### config.mk
export PLATFORM = sky130hd
export DESIGN_NAME = cacheline_adapter
export DESIGN_NICKNAME = d
export VERILOG_FILES = /design/src/rtl/cacheline_adapter.sv
export SDC_FILE = /design/constraint.sdc
export NUM_CORES = 1
export LEC_CHECK = 0
export CAP_MARGIN = 5
export CORE_AREA = 5 5 273 275
export CTS_BUF_LIST = sky130_fd_sc_hd__clkbuf_4 sky130_fd_sc_hd__clkbuf_8
export DETAILED_ROUTE_END_ITERATION = 8
export DIE_AREA = 0 0 278 280
export SETUP_SLACK_MARGIN = 0.02
export SYNTH_ARGS = -nofsm -noshare
export SYNTH_HDL_FRONTEND = slang
export SYNTH_SLANG_ARGS = --single-unit
### constraint.sdc
create_clock -name clk -period 2.9 [get_ports clk]
set_input_delay 0.87 -clock clk [delete_from_list [all_inputs] [get_ports clk]]
set_output_delay 0.87 -clock clk [all_outputs]
set_load 0.02 [all_outputs]
### src/rtl/cacheline_adapter.sv
// Bridges a cache line interface to a BEAT_W-wide memory burst interface:
// a line read becomes a BEATS-beat burst read, a line write a BEATS-beat burst write.
module cacheline_adapter #(
    parameter int unsigned LINE_W = 256,
    parameter int unsigned BEAT_W = 64
) (
    input  logic              clk,
    input  logic              rst,
    input  logic [LINE_W-1:0] line_i,
    output logic [LINE_W-1:0] line_o,
    input  logic [31:0]       address_i,
    input  logic              read_i,
    input  logic              write_i,
    output logic              resp_o,
    input  logic [BEAT_W-1:0] burst_i,
    output logic [BEAT_W-1:0] burst_o,
    output logic [31:0]       address_o,
    output logic              read_o,
    output logic              write_o,
    input  logic              resp_i
);

    localparam int unsigned BEATS = LINE_W / BEAT_W;
    localparam int unsigned CNT_W = (BEATS > 1) ? $clog2(BEATS) : 1;
    localparam logic [CNT_W-1:0] LAST = CNT_W'(BEATS - 1);
    localparam logic [31:0] LINE_MASK = 32'hFFFF_FFE0;

    typedef enum logic [1:0] {IDLE, RD_BURST, WR_BURST, DONE} state_t;

    state_t            state;
    logic [CNT_W-1:0]  k;
    logic [CNT_W-1:0]  k_next;
    logic [BEAT_W-1:0] wbuf [BEATS];
    logic [BEAT_W-1:0] lbuf [BEATS];

    assign k_next = k + CNT_W'(1);

    // The fill buffer is the line output; partial fills are visible as they land.
    for (genvar g = 0; g < BEATS; g++) begin : g_line
        assign line_o[g*BEAT_W +: BEAT_W] = lbuf[g];
    end

    // Outputs are registered alongside the state so they always match it.
    always_ff @(posedge clk or negedge rst) begin
        if (!rst) begin
            state     <= IDLE;
            k         <= '0;
            resp_o    <= 1'b0;
            read_o    <= 1'b0;
            write_o   <= 1'b0;
            address_o <= '0;
            burst_o   <= '0;
            for (int i = 0; i < BEATS; i++) begin
                wbuf[i] <= '0;
                lbuf[i] <= '0;
            end
        end else begin
            resp_o <= 1'b0;
            case (state)
                IDLE: begin
                    if (write_i || read_i) begin
                        address_o <= address_i & LINE_MASK;
                        k         <= '0;
                        for (int i = 0; i < BEATS; i++) begin
                            wbuf[i] <= line_i[i*BEAT_W +: BEAT_W];
                        end
                        if (write_i) begin
                            state   <= WR_BURST;
                            write_o <= 1'b1;
                            burst_o <= line_i[BEAT_W-1:0];
                        end else begin
                            state   <= RD_BURST;
                            read_o  <= 1'b1;
                        end
                    end
                end
                RD_BURST: begin
                    if (resp_i) begin
                        lbuf[k] <= burst_i;
                        k       <= k_next;
                        if (k == LAST) begin
                            state     <= DONE;
                            read_o    <= 1'b0;
                            address_o <= '0;
                            resp_o    <= 1'b1;
                        end
                    end
                end
                WR_BURST: begin
                    if (resp_i) begin
                        k <= k_next;
                        if (k == LAST) begin
                            state     <= DONE;
                            write_o   <= 1'b0;
                            address_o <= '0;
                            burst_o   <= '0;
                            resp_o    <= 1'b1;
                        end else begin
                            burst_o <= wbuf[k_next];
                        end
                    end
                end
                DONE: begin
                    state <= IDLE;
                end
                default: begin
                    state <= IDLE;
                end
            endcase
        end
    end

endmodule

**Word-level counts from Yosys, hierarchy flattened**

Index checks and enable logic that the tools add are counted.

- Register bits after elaboration: 615
- Input bits: 357
- Output and inout port bits: 355
- Logic and storage cells: 83

- Add/subtract/negate cells: 1
- Magnitude comparators: 3
- Equal/unequal tests: 13
- Muxes and demuxes: 34
- Bitwise operators: 2
- Reduce and logical (&&, ||, !) cells: 15

Operators by type and width:

| cell | count |
|---|---|
| $mux 64 | 7 |
| $bwmux 256 | 1 |
| $bmux 64 s2 | 1 |
| $demux 64 s2 | 1 |
| $pmux 64 s2 | 1 |
| $mux 32 | 3 |
| $pmux 32 s2 | 1 |
| $ne 2x2->1 const B | 7 |
| $mux 2 | 6 |
| $reduce_and 5->1 | 2 |
| $mux 1 | 9 |
| $reduce_and 4->1 | 2 |
| $eq 2x2->1 const B | 3 |
| $ge 3x3->1 const B | 2 |
| $not 2->3 | 2 |
| $pmux 2 s3 | 1 |
| $reduce_and 3->1 | 2 |
| $reduce_bool 2->1 | 3 |
| $ne 2x1->1 const B | 2 |
| $pmux 1 s2 | 2 |
| $pmux 2 s2 | 1 |
| $reduce_and 2->1 | 2 |
| $lt 3x1->1 const B | 1 |
| $add 2x1->2 const B | 1 |
| 5 further kinds | 5 |

**Longest topological paths before layout**

- Depth in word-level cells: 8
- Gate-level depth with buffers: 8
- Gate-level depth less buffers: 5

**Worst setup path after synthesis**

Ideal clock, no wire load.

- Kind: reg2reg
- Start: register k[0]
- End: register burst_o[0]
- Library setup time: 126 ps
- Arrival: 2307 ps
- Required time: 2774 ps
- Setup slack: 467 ps
- Stages on the path, launching flop included: 9
- Buffers on the path: 4
- Period minus slack after synthesis: 2433 ps
- Cells stage by stage: dfrtp_1 -> buf_6 -> buf_6 -> inv_1 -> ha_1 -> buf_2 -> clkbuf_1 -> mux4_2 -> a221o_1

- Cells in the longest elaborated chain, start to end: 8
- Elaborated cells between the ends (all ways): 9
- Classes of those cells: add/sub (1); eq/ne (1); mux (6); bitwise (1)

Ends and longest elaborated chain:

| element | RTL line | text |
|---|---|---|
| start, declared | 31 | `logic [CNT_W-1:0] k;` |
| start signal, assigned | 80 | `k <= k_next;` |
| start signal, assigned | 91 | `k <= k_next;` |
| $add 2x1->2 | 36 | `assign k_next = k + CNT_W'(1);` |
| $not 2->3 (not written as such) | 99 | `burst_o <= wbuf[k_next];` |
| $bmux 64 s2 | 99 |  |
| $mux 64 (not written as such) (2 in series) | 99 |  |
| $mux 64 * | 92 | `if (k == LAST) begin` |
| $mux 64 * | 90 | `if (resp_i) begin` |
| $pmux 64 s2 * | 59 | `case (state)` |
| end signal, assigned | 70 | `burst_o <= line_i[BEAT_W-1:0];` |
| end signal, assigned | 99 |  |
| end, declared | 16 | `output logic [BEAT_W-1:0] burst_o,` |

Every way passes the cells marked *; elsewhere a longest branch is shown, timed or not. The select of a mux whose other input is x is not followed.
A chain may end at the register's enable or synchronous reset.

**Worst setup path in the final report**

- Start: register burst_o[54]
- End: output burst_o[54]

No word-level cell between the ends.

==> impl_results.md <==
- Vias: approximately 16k
- Area leader, netlist: dfrtp_1
- DRT antenna net count: 0
- Final WS setup: roughly 0.23 ns
- Critical Path RT: approximately 2.0 ns
- Max frequency: ~0.37 GHz
- Crit Path Max Fanout: 2
- Max stage delay on crit path: around 0.76 ns
- Vias/cell: roughly 5
- Latest clock arrival within the worst-skew pair: 0.70 ns
- Gr usage total: 0.200
- Clk root buf: clkbuf_8
- I/O Buffers: roughly 700
- Count of distinct cell types in the synthesized netlist: 37
- Chip width: between 200 and 300 um
- Initial Utilization: 0.349
- Synth Instances: approximately 1.5k
- CP Buf/Inv Count: 1
- Sw Share: 0.341
- Peak supply drop: 542 uV
- DRT iter0 DRCs: 580
- Synth Area per Inst: 16.4 um2
- Min-delay worst type: primary input to async pin
- Post-CTS Hold Fix Bufs: 0
- Fin. Hold Viols: 0
- Average wire per standard cell: 23.9 um
- Largest net degree at the start of global routing: just under 80
- TritonCTS Buffers: 105
- #FFs+latches synth: 610
- Relative slew slack: 0.573
- Worst Path Arrival: between 1.5 and 2 ns
- Final period util: 0.920
- Number of global-route vias before repair: 18.4k
- Switch Pwr: approximately 0.014 W
- Status: finished, final reports clean
- Clock power share: 0.197
- Seq pwr share: 0.351
- RSZ-0062 raised after global routing: false
- Clk sink count: 610
- Synth area leaders: dfrtp_1, mux2_2, mux4_2
- Final net count: around 2.7k
- Die H: approximately 280 um
- Post-CTS Setup Bufs: 0
- Cell Chain, Critical Path: clkdlybuf4s50_1
- Worst path slowest cell: clkdlybuf4s50_1
- Crit Path Class: register to primary output
- Synth Flop Type: dfrtp_1
- Post-synth top area share: 0.607
- Syn-to-layout area delta: 43.0%
- Total core area: 0.0721 mm2
- Final setup TNS: 0 ns
- GP Congestion: about 0.84
- Worst Skew: 0.0386 ns
- Sequential fraction of the synthesis area: 0.607
- Final wirelength: about 80000 um
- Worst Tran Pin Value: about 0.64 ns
- Int Power: ~0.027 W
- DP HPWL: approximately 58000 um
- Final Non-Filler Cells: around 3.3k
- DRT Pass-1 Iters: 6
- Global-route wire length before repair: between 100000 and 150000 um
- Fraction of layout cells with a size suffix above 1: 0.364
- Combinational fraction of design power: 0.452
- Largest delay share family, worst path: buffers and inverters
- CTS clock-pin slew for the worst setup and hold paths: around 0.060 ns
- Max capacitance violation total: 0
- Critical Path Source Type: register
- Die Area: roughly 0.078 mm2
- Leak Pwr: around 15 nW
- Synth Cell Area: roughly 0.025 mm2
- Syn. warnings: 0
- WHS: 0.118 ns
- Clk buf depth: 3
- Endpoints failing setup: 0
- CTS HTree Levels: 3
- Final slew viol count: 0
- Initial antenna violation count: 36
- Most common library cells after synthesis: dfrtp_1, mux2_2, a221o_1, mux4_2, and4b_1
- IO Count: slightly above 700
- Crit path time final: around 2.7 ns
- # placed instances: roughly 3.1k
- Post-CTS sizing: 0
- Ys async rst share: 1.00
- Total grt overflow: 0
- DRC: 0
- Top-count cell post-synth: dfrtp_1
- Total power: 0.0416 W
- Post-synth EDFFs: 0
- Power Density: between 1000 and 1500 mW/mm2
- # rows: 99
- Setup slack at placement: between 0.2 and 0.3 ns
- TritonCTS clock tree: done
- Worst Setup End Kind: primary output
==> registers in the layout, indices dropped and copies added (netlist names) <==
name       count
k              2
line_o       256
address_o     27
read_o         1
resp_o         1
burst_o       64
wbuf         256
state          2
write_o        1
==> cell families after synthesis <==
family	share of synthesized area
flops	0.607
mux	0.299
buf+inv	0.0256
simple gates	0.0337
compound gates	0.0298
fa+ha+maj	0.00448
other cells	0.000149
==> worst register-to-register path, delay by kind of cell (launching register included) <==
kind / cells / cell delay [ns]
AND/OR/NAND/NOR: 2 / 0.66
buffers and inverters: 2 / 0.36
flip-flops: 1 / 0.41
adder cells (fa/ha/maj): 1 / 0.49
AO/OA/AOI/OAI: 1 / 0.31
==> path summary, 6_finish.rpt <==
check	to	from	slack, ns	cells after the start
worst max-delay path	burst_o[54]	burst_o[54]	0.23	1
worst min-delay path	wbuf[249]	rst	0.12	1
worst max register to register	burst_o[55]	state[1]	0.55	6
worst min register to register	address_o[28]	address_o[28]	0.49	1
max in group asynchronous	line_o[208]	rst	1.81	2
min in group clk	address_o[28]	address_o[28]	0.49	1
==> per-stage QoR <==
| stage | utilization | cell area, um2 |
|---|---|---|
| 2_1_floorplan | - | 25200 |
| 3_3_place_gp | 0.467 | 33700 |
| 3_5_place_dp | 0.467 | 33700 |
| 4_1_cts | 0.498 | 35900 |
| 5_1_grt | 0.499 | 35900 |
| 6_report | 0.499 | 36000 |
==> per-layer routing <==
layer | GRT usage | wire (um) | vias up
met4 | 0.0680 | 2230 | 48
met5 | 0 | 343 | -
li1 | - | - | 7247
met3 | 0.0807 | 7110 | 166
met1 | 0.230 | 30300 | 8388
met2 | 0.342 | 39900 | 557
==> cell type report <==
| cell class | instances | area (um2) |
|---|---|---|
| Clock inverter | 14 | 115 |
| Fill cell | 6222 | 36100 |
| Antenna cell | 14 | 35.0 |
| Tap cell | 959 | 1200 |
| Timing Repair Buffer | 763 | 7850 |
| Multi-Input combinational cell | 808 | 9340 |
| Inverter | 7 | 26.3 |
| Clock buffer | 172 | 2130 |
| Sequential cell | 610 | 15300 |
==> power groups by stage <==
stage / sequential (W) / clock [W] / combinational, W
detailed placement: 0.0147 / 0 / 0.0191
CTS: 0.0146 / 0.00843 / 0.0192
global route: 0.0150 / 0.00886 / 0.0200
finish: 0.0146 / 0.00819 / 0.0188
global placement: 0.0145 / 0 / 0.0188
floorplan: 0.0166 / 0 / 0.00886
==> cells in the final DEF, fill, tap and decap left out, types with 2 or more instances in the layout <==
cell type	n
clkdlybuf4s50_1	699
dfrtp_1	609
mux2_2	536
clkbuf_8	134
mux4_2	64
a221o_1	64
and4b_1	38
clkbuf_4	38
buf_4	33
buf_12	29
nor2b_1	28
and2_1	26
diode_2	14
clkinv_2	8
inv_1	7
ha_1	6
conb_1	5
nand3_4	4
o21ai_0	3
mux2_1	3
nand2b_1	2
nor2_1	2
nand3_1	2
a2bb2oi_1	2
a21o_1	2
nand2_1	2
ha_2	2
clkinv_8	2
clkinvlp_4	2
Note: power is estimated with default switching activity, not from simulation.
==> variant 1 (same settings) <==
Set the parameter `BEAT_W` to 128 (it was 64).
--- a/src/rtl/cacheline_adapter.sv
+++ b/src/rtl/cacheline_adapter.sv
@@ -3,5 +3,5 @@
 module cacheline_adapter #(
     parameter int unsigned LINE_W = 256,
-    parameter int unsigned BEAT_W = 64
+    parameter int unsigned BEAT_W = 128
 ) (
     input  logic              clk,
Ports: changed (resized burst_i and burst_o); port bits go from 712 to 840. No check against the original RTL was run, so the function may have changed too.
==> variant 1 against the unedited design <==
- largest cell class unchanged
- synthesized cell count rose by 7.7%
- sequential cell count down 65
- combinational power rose by 7%
- sequential power fell by 9%
- global-route usage is 0.43 points higher
- final area decreased by 3.8%
- area after synthesis fell by 8.9%
- wire length increased by 3.8%
- sequential share of layout area down 3.0 points
- total power down 0.91%
- count of clock-buffer cells in the layout down 19
- largest power group unchanged
- clock power fell by 5.3%
- setup slack lost 77 ps
==> variant 1: results (changes against the unedited design) <==
* Largest net degree at the start of global routing at 90 (+17%)
* Routed vias at 17000 (+3.4%)
* Final nets at 2936 (+10%)
* Worst Setup EP: burst_o[1]
* Fillers at 6420 (+3.2%)
* Ys async rst share at 100% (unchanged)
* CTS Buffer Depth at 3 (unchanged)
* Setup slack, reg-to-reg at 440 ps (-110 ps)
* Gr usage total at 20.4% (+0.43 points)
* CP startpoint: burst_o[1]$_DFFE_PN0P_
* First-pass GRT wire length at 121000 um (+1.8%)
* Initial DRC Count at 792 (+37%)
* Drt first pass iters at 5 (-1)
* Synth warn at 0 (unchanged)
* HPWL Detailed at 63600 um (+9.1%)
* Peak supply drop at 0.000666 V (+23%)
* Area contributors post-synth: dfrtp_1 (60%), mux2_2 (14%), mux2_4 (7.1%)
* Slew margin rel. at 22.6% (-35 points)
* Post-CTS setup buffer count at 0 (unchanged)
* Seq/Total Area, Yosys at 59.6% (-1.1 points)
* CTS clock-pin slew for the worst setup and hold paths at 60 ps (about the same)
* Hold/Removal Path Class: in -> async
* Skew-Pair Late Insertion Delay at just under 700 ps
* Critical path peak fanout at 2 (unchanged)
* Fraction of layout instances using a drive strength above 1 at 24.7% (-12 points)
* Port bufs at 829 (+18%)
* Status: finished clean
* Worst reg2reg endpoint: address_o[13]$_DFFE_PN0P_
* Initial antenna violation count at 27 (-25%)
* Post-DP Area at 32400 um2 (-3.7%)
* R2R depth at 5 (-1)
* Final RePlAce weighted congestion at 0.872 (+3.6%)
* Synth unique cells at 36 (-2.7%)
* Clock skew at 45.4 ps (+6.85 ps)
* Num CTS Buffers at 97 (-7.6%)
* Worst path arrival time at 1880 ps (+80 ps)
* RR Startpoint: state[0]$_DFFE_PN0P_
* Top post-synthesis cells by count: dfrtp_1 (545), mux2_2 (275), a21oi_1 (131), o21ai_0 (131), nor2b_1 (128)
* CP max stage delay at 830 ps (+70 ps)
* H-tree depth at 3 (unchanged)
* Max FFs per register at 256
* Setup TNS at 0 ps (unchanged)
* Clock Tree Root: clkbuf_8
* Drt wl/cell at 23.3 um (-2.3%)
* Cell family with most CP delay: buffers and inverters
* Leak at 14.8 nW (-4.4%)
* Vias in the first global route at 18200 (-1.2%)
* Slowest CP cell: clkdlybuf4s50_1
* # resized after CTS at 0 (unchanged)
-- variant 1: metrics by stage --
stage | std cells | worst slack (ps)
after floorplan | 1651 | 946
after global placement | 3371 | 144
after detailed placement | 3371 | 18.0
after CTS | 3543 | 53.7
after global routing | 3554 | 54.0
final | 3557 | 154
-- variant 1: worst min path at each step --
stage                                     end  slack (ps)  depth (start not counted)                      start
finish                  wbuf[116]$_DFFE_PN0P_         120                          1                        rst
global route        address_o[11]$_DFFE_PN0P_          80                          1                        rst
CTS                 address_o[11]$_DFFE_PN0P_          50                          1                        rst
detailed placement  address_o[25]$_DFFE_PN0P_         480                          1  address_o[25]$_DFFE_PN0P_
global placement      burst_o[66]$_DFFE_PN0P_         480                          1    burst_o[66]$_DFFE_PN0P_
floorplan                 wbuf[0]$_DFFE_PN0P_         480                          1        wbuf[0]$_DFFE_PN0P_
-- variant 1: per-layer routing --
layer / part of all wire [%] / vias up / global-route usage (%)
met2: 52 / 655 / 36.2
met3: 7.9 / 139 / 6.98
li1: - / 7667 / -
met5: 0.20 / - / 0
met4: 2.5 / 22 / 6.11
met1: 38 / 8486 / 23.6
-- variant 1: area by class of cell --
type / count / area [um2] / area share [%]
Tap cell: 959 / 1200 / 3.47
Clock buffer: 153 / 1960 / 5.65
Timing Repair Buffer: 900 / 9200 / 26.6
Multi-Input combinational cell: 963 / 8370 / 24.2
Inverter: 4 / 15.0 / 0.0434
Antenna cell: 14 / 35.0 / 0.101
Sequential cell: 545 / 13600 / 39.4
Clock inverter: 19 / 193 / 0.557
-- variant 1: report_power, final --
group / internal (mW) / leakage [nW] / switching [mW]
sequential: 11.3 / 6.65 / 2.00
clock: 4.47 / 1.13 / 3.29
combinational: 9.92 / 6.99 / 10.2
-- variant 1: cells by family (layout without fill, tap and decap cells) --
logic type | count (synthesis) | after routing | share of synthesized area [%]
muxes | 388 | 388 | 20.9
other | 1 | 19 | 0.0164
and+or+nand+nor | 143 | 143 | 3.91
DFF | 545 | 545 | 59.6
buffers and inverters | 143 | 1076 | 4.19
adders and majority gates | 4 | 4 | 0.219
AOI/OAI and AO/OA | 423 | 423 | 11.2
==> variant 2 (same settings) <==
Made on the original files. Reset style: synchronous (`rst`), changed in one clocked block.
--- a/src/rtl/cacheline_adapter.sv
+++ b/src/rtl/cacheline_adapter.sv
@@ -42,5 +42,5 @@
 
     // Outputs are registered alongside the state so they always match it.
-    always_ff @(posedge clk or negedge rst) begin
+    always_ff @(posedge clk) begin
         if (!rst) begin
             state     <= IDLE;
Check against the original RTL: differs if rst is asserted again (counterexample within 4 cycles, from zero or initial values and one cycle with rst low); with rst held inactive, the same outputs for 4 cycles.
==> variant 2 against the unedited design <==
- count of clock-buffer cells in the layout down 32
- setup slack got worse by 87 ps
- core utilization is 0.68 points lower
- area after synthesis fell by 1.5%
- wire length decreased by 3.5%
- final area fell by 1.4%
- sequential cell count did not move
- critical endpoint is now burst_o[24]
Power is not compared: it rests on default switching activity, and its combinational part moved more than twofold at a synthesized area within 25%.
==> variant 2: results (changes against the unedited design) <==
* Status: finished clean
* Top post-synthesis cells by count: edfxtp_1 (512), and2_1 (509), nor2_1 (139)
* Pre-CTS WS at -8.69 ps (-260 ps)
* Initial antenna violation count at 13 (-64%)
* Met2 Routed Length at 39100 um (-1.9%)
* HPWL Detailed at 55100 um (-5.5%)
* Drt first pass iters at 5 (-1)
* Vias in the first global route at 17200 (-6.6%)
* Synth unique cells at 41 (+11%)
* GR Util met3 at 5.01% (-3.1 points)
* Met3 wire length at 5650 um (-21%)
* RR Startpoint: k[1]$_SDFFE_PN0P_
* Post-synth EDFFs at 512 (+512)
* Worst reg2reg endpoint: burst_o[28]$_SDFFE_PN0P_
* Gr usage total at 18.9% (-1.1 points)
* Drt total wl at 77000 um (-3.5%)
* Fraction of layout instances using a drive strength above 1 at 10.4% (-26 points)
* Initial DRC Count at 1100 (+90%)
* Seq/Total Area, Yosys at 70.0% (+9.3 points)
* Dpl cells at 3356 (+6.6%)
* Final RePlAce weighted congestion at 0.858 (+2.0%)
* Wire length on met1 at 30000 um (-1.0%)
* Routing usage on met2 at 33.3% (-0.84 points)
* CP max stage delay at 850 ps (+90 ps)
* CP startpoint: burst_o[24]$_SDFFE_PN0P_
* Ys async rst share at 0% (-100 points)
* Clock skew at 46.9 ps (+8.38 ps)
* Final min period at 2760 ps (+87.4 ps)
* Largest net degree at the start of global routing at 148 (+92%)
* Post-DP Area at 33300 um2 (-1.0%)
* Non-filler cells, final at 3551 (+6.1%)
* Met1 global-route usage at 22.8% (-0.21 points)
* Critical path peak fanout at 3 (+1)
* Avg Cell Area, Syn at 14.1 um2 (-14%)
* Area contributors post-synth: edfxtp_1 (62%), and2_1 (13%), dfxtp_1 (7.9%)
==> variant 2: stage by stage <==
stage,hold WS [ps],util (%)
3_5_place_dp,457,46.2
4_1_cts,475,49.2
3_3_place_gp,457,46.2
6_report,474,49.2
2_1_floorplan,490,-
5_1_grt,496,49.2
==> variant 2: layout make-up <==
type                    instances  share of cell area [%]
diodes                          4                  0.0282
clock buffers                 140                    4.92
clock inverters                51                    1.09
inverters                      30                   0.317
multi-input cells             996                    19.3
flip-flops and latches        610                    48.9
well taps                     959                    3.38
repair buffers                761                    22.1
==> variant 2: cells by family after synthesis <==
| group | synth area share [%] |
|---|---|
| AOI/OAI and AO/OA | 5.42 |
| DFF | 70.0 |
| adders and majority gates | 0.253 |
| muxes | 5.59 |
| and+or+nand+nor | 15.9 |
| other | 0.0151 |
| buffers and inverters | 2.84 |
==> variant 2: power breakdown <==
part           internal, mW  leakage, nW  switching [mW]
Sequential             11.9         6.26           0.786
Clock                  4.37         1.14            3.51
Combinational          3.42         5.67            4.21
Total                  19.7         13.1            8.51
